$ cat config.mk
export PLATFORM = sky130hd
export DESIGN_NAME = xbar_ahb_arb
export DESIGN_NICKNAME = d
export VERILOG_FILES = /design/src/rtl/xbar_ahb_pkg.sv /design/src/rtl/xbar_ahb_arb_rr.sv /design/src/rtl/xbar_ahb_arb.sv
export SDC_FILE = /design/constraint.sdc
export NUM_CORES = 1
export LEC_CHECK = 0
export ABC_AREA = 0
export CAP_MARGIN = 0
export CORE_MARGIN = 2
export CORE_UTILIZATION = 33
export CTS_CLUSTER_DIAMETER = 120
export DETAILED_ROUTE_END_ITERATION = 6
export GPL_TIMING_DRIVEN = 0
export SLEW_MARGIN = 20
export SYNTH_ARGS = -nofsm -noshare
export SYNTH_HDL_FRONTEND = slang
export SYNTH_SLANG_ARGS = --single-unit
$ cat constraint.sdc
create_clock -name hclk_i -period 2.1 [get_ports hclk_i]
set_input_delay 0.42 -clock hclk_i [delete_from_list [all_inputs] [get_ports hclk_i]]
set_output_delay 0.42 -clock hclk_i [all_outputs]
set_load 0.01 [all_outputs]
$ cat src/rtl/xbar_ahb_pkg.sv
// -----------------------------------------------------------------------------
// xbar_ahb_pkg
// Shared types and helpers for the AHB crossbar arbiter.
//   htrans_e    : AHB HTRANS encoding (IDLE/BUSY/NONSEQ/SEQ)
//   hburst_e    : AHB HBURST encoding
//   arb_state_e : arbiter tracking state (IDLE/BURST/LOCK)
//   burst_count : beats remaining after the NONSEQ of a fixed-length burst
// -----------------------------------------------------------------------------
package xbar_ahb_pkg;

    typedef enum logic [1:0] {
        HT_IDLE   = 2'b00,
        HT_BUSY   = 2'b01,
        HT_NONSEQ = 2'b10,
        HT_SEQ    = 2'b11
    } htrans_e;

    typedef enum logic [2:0] {
        HB_SINGLE = 3'd0,
        HB_INCR   = 3'd1,
        HB_WRAP4  = 3'd2,
        HB_INCR4  = 3'd3,
        HB_WRAP8  = 3'd4,
        HB_INCR8  = 3'd5,
        HB_WRAP16 = 3'd6,
        HB_INCR16 = 3'd7
    } hburst_e;

    typedef enum logic [1:0] {
        ST_IDLE  = 2'b00,
        ST_BURST = 2'b01,
        ST_LOCK  = 2'b10
    } arb_state_e;

    // Number of SEQ beats still expected after the NONSEQ; SINGLE and INCR give 0
    // (INCR is tracked by a separate undefined-length flag).
    function automatic logic [3:0] burst_count(input hburst_e hb);
        logic [3:0] cnt;
        case (hb)
            HB_WRAP4,  HB_INCR4:  cnt = 4'd3;
            HB_WRAP8,  HB_INCR8:  cnt = 4'd7;
            HB_WRAP16, HB_INCR16: cnt = 4'd15;
            default:              cnt = 4'd0;
        endcase
        return cnt;
    endfunction

endpackage

$ cat src/rtl/xbar_ahb_arb_rr.sv
// -----------------------------------------------------------------------------
// xbar_ahb_arb_rr
// Combinational round-robin picker: first asserted request found scanning
// upward from ptr_i, wrapping modulo N_REQ.
// Ports:
//   req_i     : request vector
//   ptr_i     : index where the scan starts
//   win_o     : one-hot winner (zero when nothing requests)
//   win_idx_o : binary winner index (zero when nothing requests)
//   any_o     : at least one request asserted
// -----------------------------------------------------------------------------
module xbar_ahb_arb_rr #(
    parameter int N_REQ     = 2,
    parameter int IDX_WIDTH = 1
) (
    input  logic [N_REQ-1:0]     req_i,
    input  logic [IDX_WIDTH-1:0] ptr_i,
    output logic [N_REQ-1:0]     win_o,
    output logic [IDX_WIDTH-1:0] win_idx_o,
    output logic                 any_o
);

    localparam logic [IDX_WIDTH:0] NREQ_W = (IDX_WIDTH+1)'(N_REQ);

    logic [IDX_WIDTH:0]   w_sum;
    logic [IDX_WIDTH-1:0] w_cand;

    // Scan candidates in rotating order; the first hit wins.
    always_comb begin
        win_o     = '0;
        win_idx_o = '0;
        any_o     = 1'b0;
        w_sum     = '0;
        w_cand    = '0;
        for (int k = 0; k < N_REQ; k++) begin
            w_sum  = {1'b0, ptr_i} + (IDX_WIDTH+1)'(k);
            w_sum  = (w_sum >= NREQ_W) ? (w_sum - NREQ_W) : w_sum;
            w_cand = w_sum[IDX_WIDTH-1:0];
            if (!any_o && req_i[w_cand]) begin
                any_o         = 1'b1;
                win_o[w_cand] = 1'b1;
                win_idx_o     = w_cand;
            end else begin
                any_o = any_o;
            end
        end
    end

endmodule

$ cat src/rtl/xbar_ahb_arb.sv
// -----------------------------------------------------------------------------
// xbar_ahb_arb
// Burst- and lock-aware round-robin arbiter for one subordinate-side path of
// the AHB crossbar. Grants move only on transfer boundaries; the data-phase
// owner is tracked for response routing.
// Optional feature: define XBAR_AHB_ARB_LOCK_EN to honour HMASTLOCK.
// Ports:
//   hclk_i, hrst_i      : clock, synchronous active-high reset
//   req_hsel_i          : per-requester select (N_REQ bits)
//   req_htrans_i        : per-requester HTRANS, requester i at [2i+:2]
//   req_hburst_i        : per-requester HBURST, requester i at [HBURST_WIDTH*i+:HBURST_WIDTH]
//   req_hmastlock_i     : per-requester HMASTLOCK
//   hready_i            : shared-path HREADY
//   gnt_o, gnt_idx_o    : address-phase owner (one-hot / binary)
//   dph_idx_o           : data-phase owner
//   dph_valid_o         : NONSEQ/SEQ data phase in progress
//   hmaster_o           : gnt_idx_o zero-extended
//   locked_o            : grant held by a locked sequence
// -----------------------------------------------------------------------------
module xbar_ahb_arb
    import xbar_ahb_pkg::*;
#(
    parameter int   N_REQ         = 2,
    parameter int   HBURST_WIDTH  = 3,
    parameter int   HMASTER_WIDTH = 3,
    localparam int  IDX_WIDTH     = (N_REQ > 2) ? $clog2(N_REQ) : 1
) (
    input  logic                            hclk_i,
    input  logic                            hrst_i,
    input  logic [N_REQ-1:0]                req_hsel_i,
    input  logic [2*N_REQ-1:0]              req_htrans_i,
    input  logic [HBURST_WIDTH*N_REQ-1:0]   req_hburst_i,
    input  logic [N_REQ-1:0]                req_hmastlock_i,
    input  logic                            hready_i,
    output logic [N_REQ-1:0]                gnt_o,
    output logic [IDX_WIDTH-1:0]            gnt_idx_o,
    output logic [IDX_WIDTH-1:0]            dph_idx_o,
    output logic                            dph_valid_o,
    output logic [HMASTER_WIDTH-1:0]        hmaster_o,
    output logic                            locked_o
);

    localparam logic [IDX_WIDTH-1:0] LAST_IDX = IDX_WIDTH'(N_REQ - 1);

    arb_state_e             r_state, w_state_n;
    logic [3:0]             r_cnt, w_cnt_n;
    logic                   r_undef, w_undef_n;
    logic [N_REQ-1:0]       r_gnt, w_gnt_n;
    logic [IDX_WIDTH-1:0]   r_gnt_idx, w_gnt_idx_n;
    logic [IDX_WIDTH-1:0]   r_rr_ptr, w_rr_ptr_n;
    logic [IDX_WIDTH-1:0]   r_dph_idx;
    logic                   r_dph_valid;

    htrans_e                w_trans_a [N_REQ];
    logic [HBURST_WIDTH-1:0] w_burst_a [N_REQ];
    logic [N_REQ-1:0]       w_active;
    htrans_e                w_own_trans;
    hburst_e                w_own_burst;
    logic                   w_own_xfer;
    logic                   w_burst_act;
    logic                   w_lock_n;
    logic [N_REQ-1:0]       w_win;
    logic [IDX_WIDTH-1:0]   w_win_idx;
    logic                   w_any;

    // Unpack per-requester fields; a deselected requester is seen as IDLE.
    for (genvar g = 0; g < N_REQ; g++) begin : g_req
        assign w_trans_a[g] = req_hsel_i[g] ? htrans_e'(req_htrans_i[2*g +: 2]) : HT_IDLE;
        assign w_burst_a[g] = req_hburst_i[HBURST_WIDTH*g +: HBURST_WIDTH];
        assign w_active[g]  = req_hsel_i[g] && req_htrans_i[2*g+1];
    end

    xbar_ahb_arb_rr #(
        .N_REQ     (N_REQ),
        .IDX_WIDTH (IDX_WIDTH)
    ) u_rr (
        .req_i     (w_active),
        .ptr_i     (r_rr_ptr),
        .win_o     (w_win),
        .win_idx_o (w_win_idx),
        .any_o     (w_any)
    );

    // Next-state: burst beat tracking, lock tracking, and grant decision.
    // All of it only takes effect on hready_i=1 cycles.
    always_comb begin
        w_own_trans = w_trans_a[r_gnt_idx];
        w_own_burst = hburst_e'(w_burst_a[r_gnt_idx][2:0]);
        w_own_xfer  = w_own_trans[1];
        w_burst_act = (r_cnt != 4'd0) || r_undef;
        w_cnt_n     = r_cnt;
        w_undef_n   = r_undef;
        w_gnt_n     = r_gnt;
        w_gnt_idx_n = r_gnt_idx;
        w_rr_ptr_n  = r_rr_ptr;
        w_lock_n    = 1'b0;

        case (w_own_trans)
            HT_NONSEQ: begin
                // A NONSEQ inside a burst terminates it rather than starting a new one.
                if (w_burst_act) begin
                    w_cnt_n   = 4'd0;
                    w_undef_n = 1'b0;
                end else begin
                    w_cnt_n   = burst_count(w_own_burst);
                    w_undef_n = (w_own_burst == HB_INCR);
                end
            end
            HT_SEQ: begin
                // Stray SEQ with no burst outstanding behaves as a SINGLE.
                if (!w_burst_act) begin
                    w_cnt_n   = 4'd0;
                    w_undef_n = 1'b0;
                end else if (r_undef) begin
                    w_cnt_n   = r_cnt;
                end else begin
                    w_cnt_n   = r_cnt - 4'd1;
                end
            end
            HT_BUSY: begin
                w_cnt_n   = r_cnt;
            end
            HT_IDLE: begin
                w_cnt_n   = 4'd0;
                w_undef_n = 1'b0;
            end
            default: begin
                w_cnt_n   = 4'd0;
                w_undef_n = 1'b0;
            end
        endcase

`ifdef XBAR_AHB_ARB_LOCK_EN
        // Lock follows HMASTLOCK of each accepted transfer; an IDLE can only drop it.
        if (w_own_xfer) begin
            w_lock_n = req_hmastlock_i[r_gnt_idx];
        end else if (w_own_trans == HT_IDLE) begin
            w_lock_n = (r_state == ST_LOCK) && req_hmastlock_i[r_gnt_idx];
        end else begin
            w_lock_n = (r_state == ST_LOCK);
        end
`else
        w_lock_n = 1'b0;
`endif

        if (w_lock_n) begin
            w_state_n = ST_LOCK;
        end else if ((w_cnt_n != 4'd0) || w_undef_n) begin
            w_state_n = ST_BURST;
        end else begin
            w_state_n = ST_IDLE;
        end

        // Re-arbitrate only when the owner is left at a boundary; the pointer
        // moves only if a different requester wins.
        if ((w_state_n == ST_IDLE) && w_any && (w_win_idx != r_gnt_idx)) begin
            w_gnt_n     = w_win;
            w_gnt_idx_n = w_win_idx;
            w_rr_ptr_n  = (w_win_idx == LAST_IDX) ? '0 : (w_win_idx + IDX_WIDTH'(1));
        end else begin
            w_gnt_n     = r_gnt;
            w_gnt_idx_n = r_gnt_idx;
            w_rr_ptr_n  = r_rr_ptr;
        end
    end

    // State registers; everything freezes while hready_i is low.
    always_ff @(posedge hclk_i) begin
        if (hrst_i) begin
            r_state     <= ST_IDLE;
            r_cnt       <= 4'd0;
            r_undef     <= 1'b0;
            r_gnt       <= N_REQ'(1);
            r_gnt_idx   <= '0;
            r_rr_ptr    <= IDX_WIDTH'(1);
            r_dph_idx   <= '0;
            r_dph_valid <= 1'b0;
        end else if (hready_i) begin
            r_state     <= w_state_n;
            r_cnt       <= w_cnt_n;
            r_undef     <= w_undef_n;
            r_gnt       <= w_gnt_n;
            r_gnt_idx   <= w_gnt_idx_n;
            r_rr_ptr    <= w_rr_ptr_n;
            r_dph_idx   <= r_gnt_idx;
            r_dph_valid <= w_own_xfer;
        end
    end

    assign gnt_o       = r_gnt;
    assign gnt_idx_o   = r_gnt_idx;
    assign dph_idx_o   = r_dph_idx;
    assign dph_valid_o = r_dph_valid;
    assign hmaster_o   = HMASTER_WIDTH'(r_gnt_idx);

`ifdef XBAR_AHB_ARB_LOCK_EN
    assign locked_o    = (r_state == ST_LOCK);
`else
    logic w_unused;
    assign w_unused    = ^{req_hmastlock_i, r_state};
    assign locked_o    = 1'b0;
`endif

endmodule
-- Word-level counts from Yosys, hierarchy flattened
Cells that the tools add are included.
W data, S select, Z words.
- bits in registers: 11
- add/subtract/negate cells: 5
- order comparisons: 7
- equality and inequality tests: 11
- muxes and demuxes: 34
- bitwise operators: 2
- reductions and logical operators: 18
- operators by type and width (cell ; number):
    $mux W1 ; 16
    $pmux W4 S4 ; 1
    $mux W2 ; 7
    $eq A3 B3 Y1 const B ; 4
    $mux W4 ; 3
    $pmux W4 S3 ; 1
    $mux W3 ; 3
    $reduce_bool A4 Y1 ; 2
    $logic_and A1 B1 Y1 ; 7
    $eq A3 B2 Y1 const B ; 2
    $reduce_or A2 Y1 ; 3
    $eq A2 B2 Y1 const B ; 2
    $ge A2 B2 Y1 const B ; 2
    $logic_not A2 Y1 ; 2
    $lt A1 B2 Y1 const B ; 2
    $sub A4 B1 Y4 const B ; 1
    $eq A3 B1 Y1 const B ; 1
    $pmux W1 S3 ; 1
    $add A1 B1 Y2 const B ; 1
    $demux W1 S1 ; 2
    $eq A2 B1 Y1 const B ; 1
    $ge A1 B1 Y1 const B ; 2
    $ge A1 B2 Y1 const B ; 1
    $logic_or A1 B1 Y1 ; 2
    other kinds (7) ; 8

-- Longest topological paths before layout
Gate-level depths: netlist of the first run.
- word-level depth: 16
- depth in mapped cells: 8
- mapped depth without buffers: 8

-- Modules after synthesis
A second synthesis of the first run with hierarchy kept.
- cell total of the unflattened synthesis: 113
- area total of the unflattened synthesis: 903.4 um^2
- by module, submodules not included (module ; times used ; cells an instance ; area each (um^2) ; sequential area each (um^2)):
    xbar_ahb_arb ; 1 ; 108 ; 870.8 ; 220.2
    xbar_ahb_arb_rr ; 1 ; 5 ; 32.5 ; 0.0

-- Worst setup path after synthesis of the first run
No wires, ideal clock.
- kind: reg-to-reg
- from: reg r_gnt_idx, in the netlist gnt_idx_o
- to: reg r_gnt_idx, in the netlist gnt_idx_o
- arrival: 2129 ps
- required time: 1977 ps
- path slack: -153 ps
- cell stages (with the launch flop): 7
- buffers on the path: 0
- cell sequence: dfxtp_1 -> nand3_1 -> a2111oi_0 -> mux2i_1 -> o32ai_1 -> nor4_4 -> mux2_1
- longest elaborated chain between the ends: 16
- ends and longest elaborated chain (what ; RTL line ; text):
    start: declaration ; xbar_ahb_arb.sv:49 ; logic [IDX_WIDTH-1:0] r_gnt_idx, w_gnt_idx_n;
    start signal: assignment ; xbar_ahb_arb.sv:183 ; r_gnt_idx <= w_gnt_idx_n;
    $not A1 Y2 (implied by the code) ; xbar_ahb_arb.sv:87, xbar_ahb_arb.sv:88 ;
    $mux W3 (implied by the code) (3 in series) ; xbar_ahb_arb.sv:88 ; w_own_burst = hburst_e'(w_burst_a[r_gnt_idx][2:0]);
    $eq A3 B3 Y1 / $eq A3 B2 Y1 (equally long branches) ; xbar_ahb_pkg.sv:39 ; case (hb)
    $reduce_or A2 Y1 ; xbar_ahb_pkg.sv:39 ;
    $pmux W4 S3 ; xbar_ahb_pkg.sv:39 ;
    $mux W4 ; xbar_ahb_arb.sv:101 ; if (w_burst_act) begin
    $pmux W4 S4 ; xbar_ahb_arb.sv:98 ; case (w_own_trans)
    $reduce_bool A4 Y1 ; xbar_ahb_arb.sv:148 ; end else if ((w_cnt_n != 4'd0) || w_undef_n) begin
    $logic_or A1 B1 Y1 ; xbar_ahb_arb.sv:148 ;
    $mux W1 ; xbar_ahb_arb.sv:148 ;
    $logic_not A2 Y1 ; xbar_ahb_arb.sv:156 ; if ((w_state_n == ST_IDLE) && w_any && (w_win_idx != r_gnt_idx)) begin
    $logic_and A1 B1 Y1 ; xbar_ahb_arb.sv:156 ;
    $logic_and A1 B1 Y1 * ; xbar_ahb_arb.sv:156 ;
    $reduce_and A2 Y1 (no source line) * ; - ;
Every way passes the cells marked *; elsewhere a longest branch is shown, timed or not. The select of a mux whose other input is x is not followed.
A chain may end at the register's enable or synchronous reset.

-- Final worst setup path of the first run
- from: reg r_cnt[0]
- to: reg r_gnt_idx, in the netlist gnt_idx_o
- longest elaborated chain between the ends: 11
- ends and longest elaborated chain (what ; RTL line ; text):
    start: declaration ; xbar_ahb_arb.sv:46 ; logic [3:0] r_cnt, w_cnt_n;
    start signal: assignment ; xbar_ahb_arb.sv:180 ; r_cnt <= w_cnt_n;
    $sub A4 B1 Y4 / $reduce_bool A4 Y1 (equally long branches) ; xbar_ahb_arb.sv:117, xbar_ahb_arb.sv:90 ;
    $mux W4 / $logic_or A1 B1 Y1 (equally long branches) ; xbar_ahb_arb.sv:114, xbar_ahb_arb.sv:90 ;
    $mux W4, on equally long branches ; xbar_ahb_arb.sv:111, xbar_ahb_arb.sv:101 ;
    $pmux W4 S4 ; xbar_ahb_arb.sv:98 ;
    $reduce_bool A4 Y1 ; xbar_ahb_arb.sv:148 ;
    $logic_or A1 B1 Y1 * ; xbar_ahb_arb.sv:148 ;
    $mux W1 * ; xbar_ahb_arb.sv:148 ;
    $logic_not A2 Y1 * ; xbar_ahb_arb.sv:156 ;
    $logic_and A1 B1 Y1 * (2 in series) ; xbar_ahb_arb.sv:156 ;
    $reduce_and A2 Y1 (no source line) * ; - ;
Every way passes the cells marked *; elsewhere a longest branch is shown, timed or not.

==> results of run 1 <==
[synthesized netlist by cell type, types with 2 or more instances]
library cell and count:
nor2_1 17, dfxtp_1 11, a21oi_1 5, mux2i_1 5, a211oi_1 4, buf_4 4
inv_1 3, nor3_1 3, a2bb2oi_1 2, a31oi_1 2, and3_1 2, and3b_1 2
buf_6 2, clkbuf_1 2, ha_1 2, mux2_1 2, nand2_1 2, nand3_1 2
nand4b_1 2, o21ai_0 2, or2_1 2
[power by group]
| group | leakage (nW) | internal (mW) | switching [mW] | total (mW) |
|---|---|---|---|---|
| Sequential | 0.0911 | 0.216 | 0.00777 | 0.223 |
| Clock | 0.0150 | 0.0733 | 0.0645 | 0.138 |
| Combinational | 0.425 | 0.105 | 0.0879 | 0.193 |
[worst min-delay path, stage by stage (launching register included)]
cell and delay (ns):
dfxtp_1 0.31, nor2_1 0.08, a211oi_1 0.05
[worst max-delay path by stage]
stage                             start        end  slack, ns
final                          r_cnt[0]  gnt_idx_o      -0.19
after global placement    req_hsel_i[1]   gnt_o[1]      -0.71
after CTS                      r_cnt[0]   gnt_o[1]      -0.14
after global routing           r_cnt[0]  gnt_idx_o      -0.26
after floorplan                r_cnt[0]  gnt_idx_o      0.009
after detailed placement  req_hsel_i[1]   gnt_o[1]      -0.70
[cell families after synthesis]
group,after synthesis,synth area share
simple gates,46,0.3419
compound gates,23,0.1966
buf+inv,12,0.08547
flops,11,0.2507
mux,7,0.08262
fa+ha+maj,2,0.02849
other cells,1,0.004269
xor+xnor,1,0.009973
[area by class of cell]
type,instances,area (um2)
Sequential cell,11,226.5
Inverter,4,17.52
Timing Repair Buffer,30,264.0
Fill cell,249,1180
Tap cell,30,37.54
Buffer,8,60.06
Multi-Input combinational cell,82,688.2
Clock buffer,4,26.28
[routing by layer]
metal	vias to the layer above	wire length [um]	track usage
li1	453	-	-
met3	2	96	0.02093
met5	-	0	0
met1	422	1108	0.2154
met4	0	15	0.06272
met2	22	1063	0.2398
[state kept, by name, indices dropped and copies added, names as in the netlist]
name,count
dph_idx_o,1
dph_valid_o,1
gnt_idx_o,1
gnt_o,2
r_cnt,4
r_rr_ptr,1
r_undef,1
[repair_timing]
action                                  4_1_cts  5_1_grt
gates resized for setup                      29        1
pin swaps                                     8        4
cloned                                        0        0
hold buffers                                  0        0
endpoints found under the setup margin        5        4
setup buffers                                 8        3
hold endpoints to repair                      0        0
==> results, run 1 <==
- The flow ran to the end, but the final reports show violations.
- The checks that failed: setup timing.
- The largest single stage delay on the critical path is 0.48 ns.
- The worst register-to-register path has a setup slack of -0.19 ns.
- The total number of yosys warnings is 0.
- The total track usage is 0.1547.
- The TritonCTS buffer count is 3.
- Summing all non-filler instances in the final layout gives an area of 1320 um2.
- The number of buffers and inverters on the critical path is 1.
- The destination of the worst register-to-register timing path is gnt_idx_o.
- The async set-reset flop share out of synthesis is 0.
- The initial utilization of the core area, before any placement, comes to 0.3514.
- The depth of the critical timing path with buffers and inverters included is 7.
- The relative slew slack is 0.6252.
- The area after detailed placement is 1121 um2.
- Along the worst hold path, the cell count comes to 2.
- Counting every sink on the clock net gives 11.
- For the worst setup path, the data required time is 2.25 ns.
- The cell family contributing the most delay on the critical path is simple AND/OR/NAND/NOR gates.
- The die covers 3090 um2.
- In this run the most critical hold path is launched from dph_valid_o.
- Yosys mapped a number of flops with a built-in enable equal to 0.
- Dividing the detail-routed via count by the number of cells gives 5.320.
- The length in cells of the worst reg-to-reg path is 7.
- The critical path goes through inv_4 -> ha_4 -> or4b_4 -> a32oi_2 -> nand4_1 -> nor4_4 -> mux2_1.
- The power per unit of standard cell area is 419.7 nW/um2.
- The clock tree buffer depth is 2.
- In the routed design, unresolved DRC markers number 0.
- The gate count of the mapped netlist is 103.
- At the end of the flow the core is filled with cells to 0.5280.
- By area the synthesized netlist is led by dfxtp_1, nor2_1, mux2i_1.
- In the synthesized netlist the dominant register cell turns out to be dfxtp_1.
- The via count of the first global-routing pass came to 842.
- CTS built an H-tree with a depth of 1.
- Adding up every negative setup slack in the final design gives -0.6171 ns.
- The pre-antenna-repair detailed-routing pass consisted of 4 iterations.
- The total length of routed wires is 2284 um.
- TritonCTS built the clock tree.
- The most frequent standard cell in the layout excluding fill and tap cells is nor2_1.
- The largest area contributor in the netlist is dfxtp_1.
- The max-slew violation total from the final report came to 0.
- The initial antenna violation count came to 0.
- The first global-routing pass estimated 3926 um of wire.
- The vias after detailed routing is 899.
- The library cells used most frequently in the layout, excluding fill and tap cells, are nor2_1, buf_4, clkdlybuf4s50_1.
- STA classifies the critical path startpoint as a flop.
- The final worst clock skew is 0.006666 ns.
- Relative to the synthesized area, the layout overhead comes to 50.29%.
- The endpoint with the worst hold slack is dph_valid_o.
- The class of the most critical hold timing path is reg2reg.
- The worst-case IR drop observed on VDD is 0.4480 mV.
- Timing analysis after detailed placement gives a worst setup slack of -0.7021 ns.
- The tightest hold path in the finished design has a slack of 0.4911 ns.
- After floorplanning, the core was divided into 18 placement rows.
- 0 antenna diodes ended up in the layout.
- The master cell of the clock root buffer is clkbuf_4.
- The width of the die is 55.59 um.
- The total of endpoints with negative setup slack in the final report is 4.
- Summed over all cells, the static leakage comes to 0.5310 nW.
- The maximum fanout encountered on the critical timing path is 4.
- In this run, placement finished with an instance count of 154.
- The cell area that synthesis handed to floorplanning was 878.3 um2.
- The number of I/O pins is 26.
- The startpoint of the worst-slack reg-to-reg timing path is r_cnt[0].
- The critical path is of the reg2reg type.
- Clock-pin slew was measured on the worst setup and hold paths at 0.07 ns.
- In the final layout, the share of cells above drive strength 1 is 0.3381.
- The total chip power is 0.5540 mW.
- The share of the clock period used by the worst path after layout is 1.089.
- On the critical path, the stage with the largest delay is an instance of or4b_4.
- Routability-driven placement finished with a final weighted congestion of 0.8838.
- The global-route congestion overflow total is 0.
- After the first detailed-routing iteration, the DRC count stood at 29.
- The arrival time of data at the critical path endpoint is 2.44 ns.
- Entering global routing, the biggest net connects 11 pins.
- The area share of the largest cell type after synthesis is 0.2507.
- After layout, the minimum clock period comes to 2.287 ns.
- The detail route stage leaves a number of antenna-violating nets equal to 0.
- The number of buffers added on ports is 19.
- In the post-route analysis, the smallest setup slack over all paths is -0.1874 ns.
- Yosys mapped the design onto 46 distinct sky130hd cell types.
- The number of standard cells in the layout, taps in and fillers out is 169.
- The number of nets in the layout is 159.
- The die is 55.59 um tall.
- The total count of hold-check failures in the final report is 0.
- Setup repair after global routing could not meet its margin everywhere.
- The maximum clock frequency is 437.2 MHz.
- The total core area is 2500 um2.
- The average cell area after synthesis is 8.528 um2.
- The average wire length per cell after detail routing is 13.51 um.
- Synthesis inferred 11 register bits.
- At the later pin of the worst-skew pair, clock insertion delay measures 0.26 ns.
- Of the synthesized area, sequential elements account for 0.2507.
- The number of max-capacitance violations reported is 0.
- For the pin with the worst max-slew slack, the measured transition is 0.5604 ns.
- The nature of the critical path endpoint is a flop.
- The half-perimeter wire length after detailed placement is 1621 um.
Note: power is estimated with default switching activity, not from simulation.
==> run 2: changes to the inputs <==
--- a/config.mk
+++ b/config.mk
@@ -12,7 +12,6 @@
 export CTS_CLUSTER_DIAMETER = 120
 export DETAILED_ROUTE_END_ITERATION = 6
 export GPL_TIMING_DRIVEN = 0
-export SLEW_MARGIN = 20
 export SYNTH_ARGS = -nofsm -noshare
 export SYNTH_HDL_FRONTEND = slang
 export SYNTH_SLANG_ARGS = --single-unit
==> results of run 2 <==
The final DEF is identical to that of run 1; final timing and power are the same.
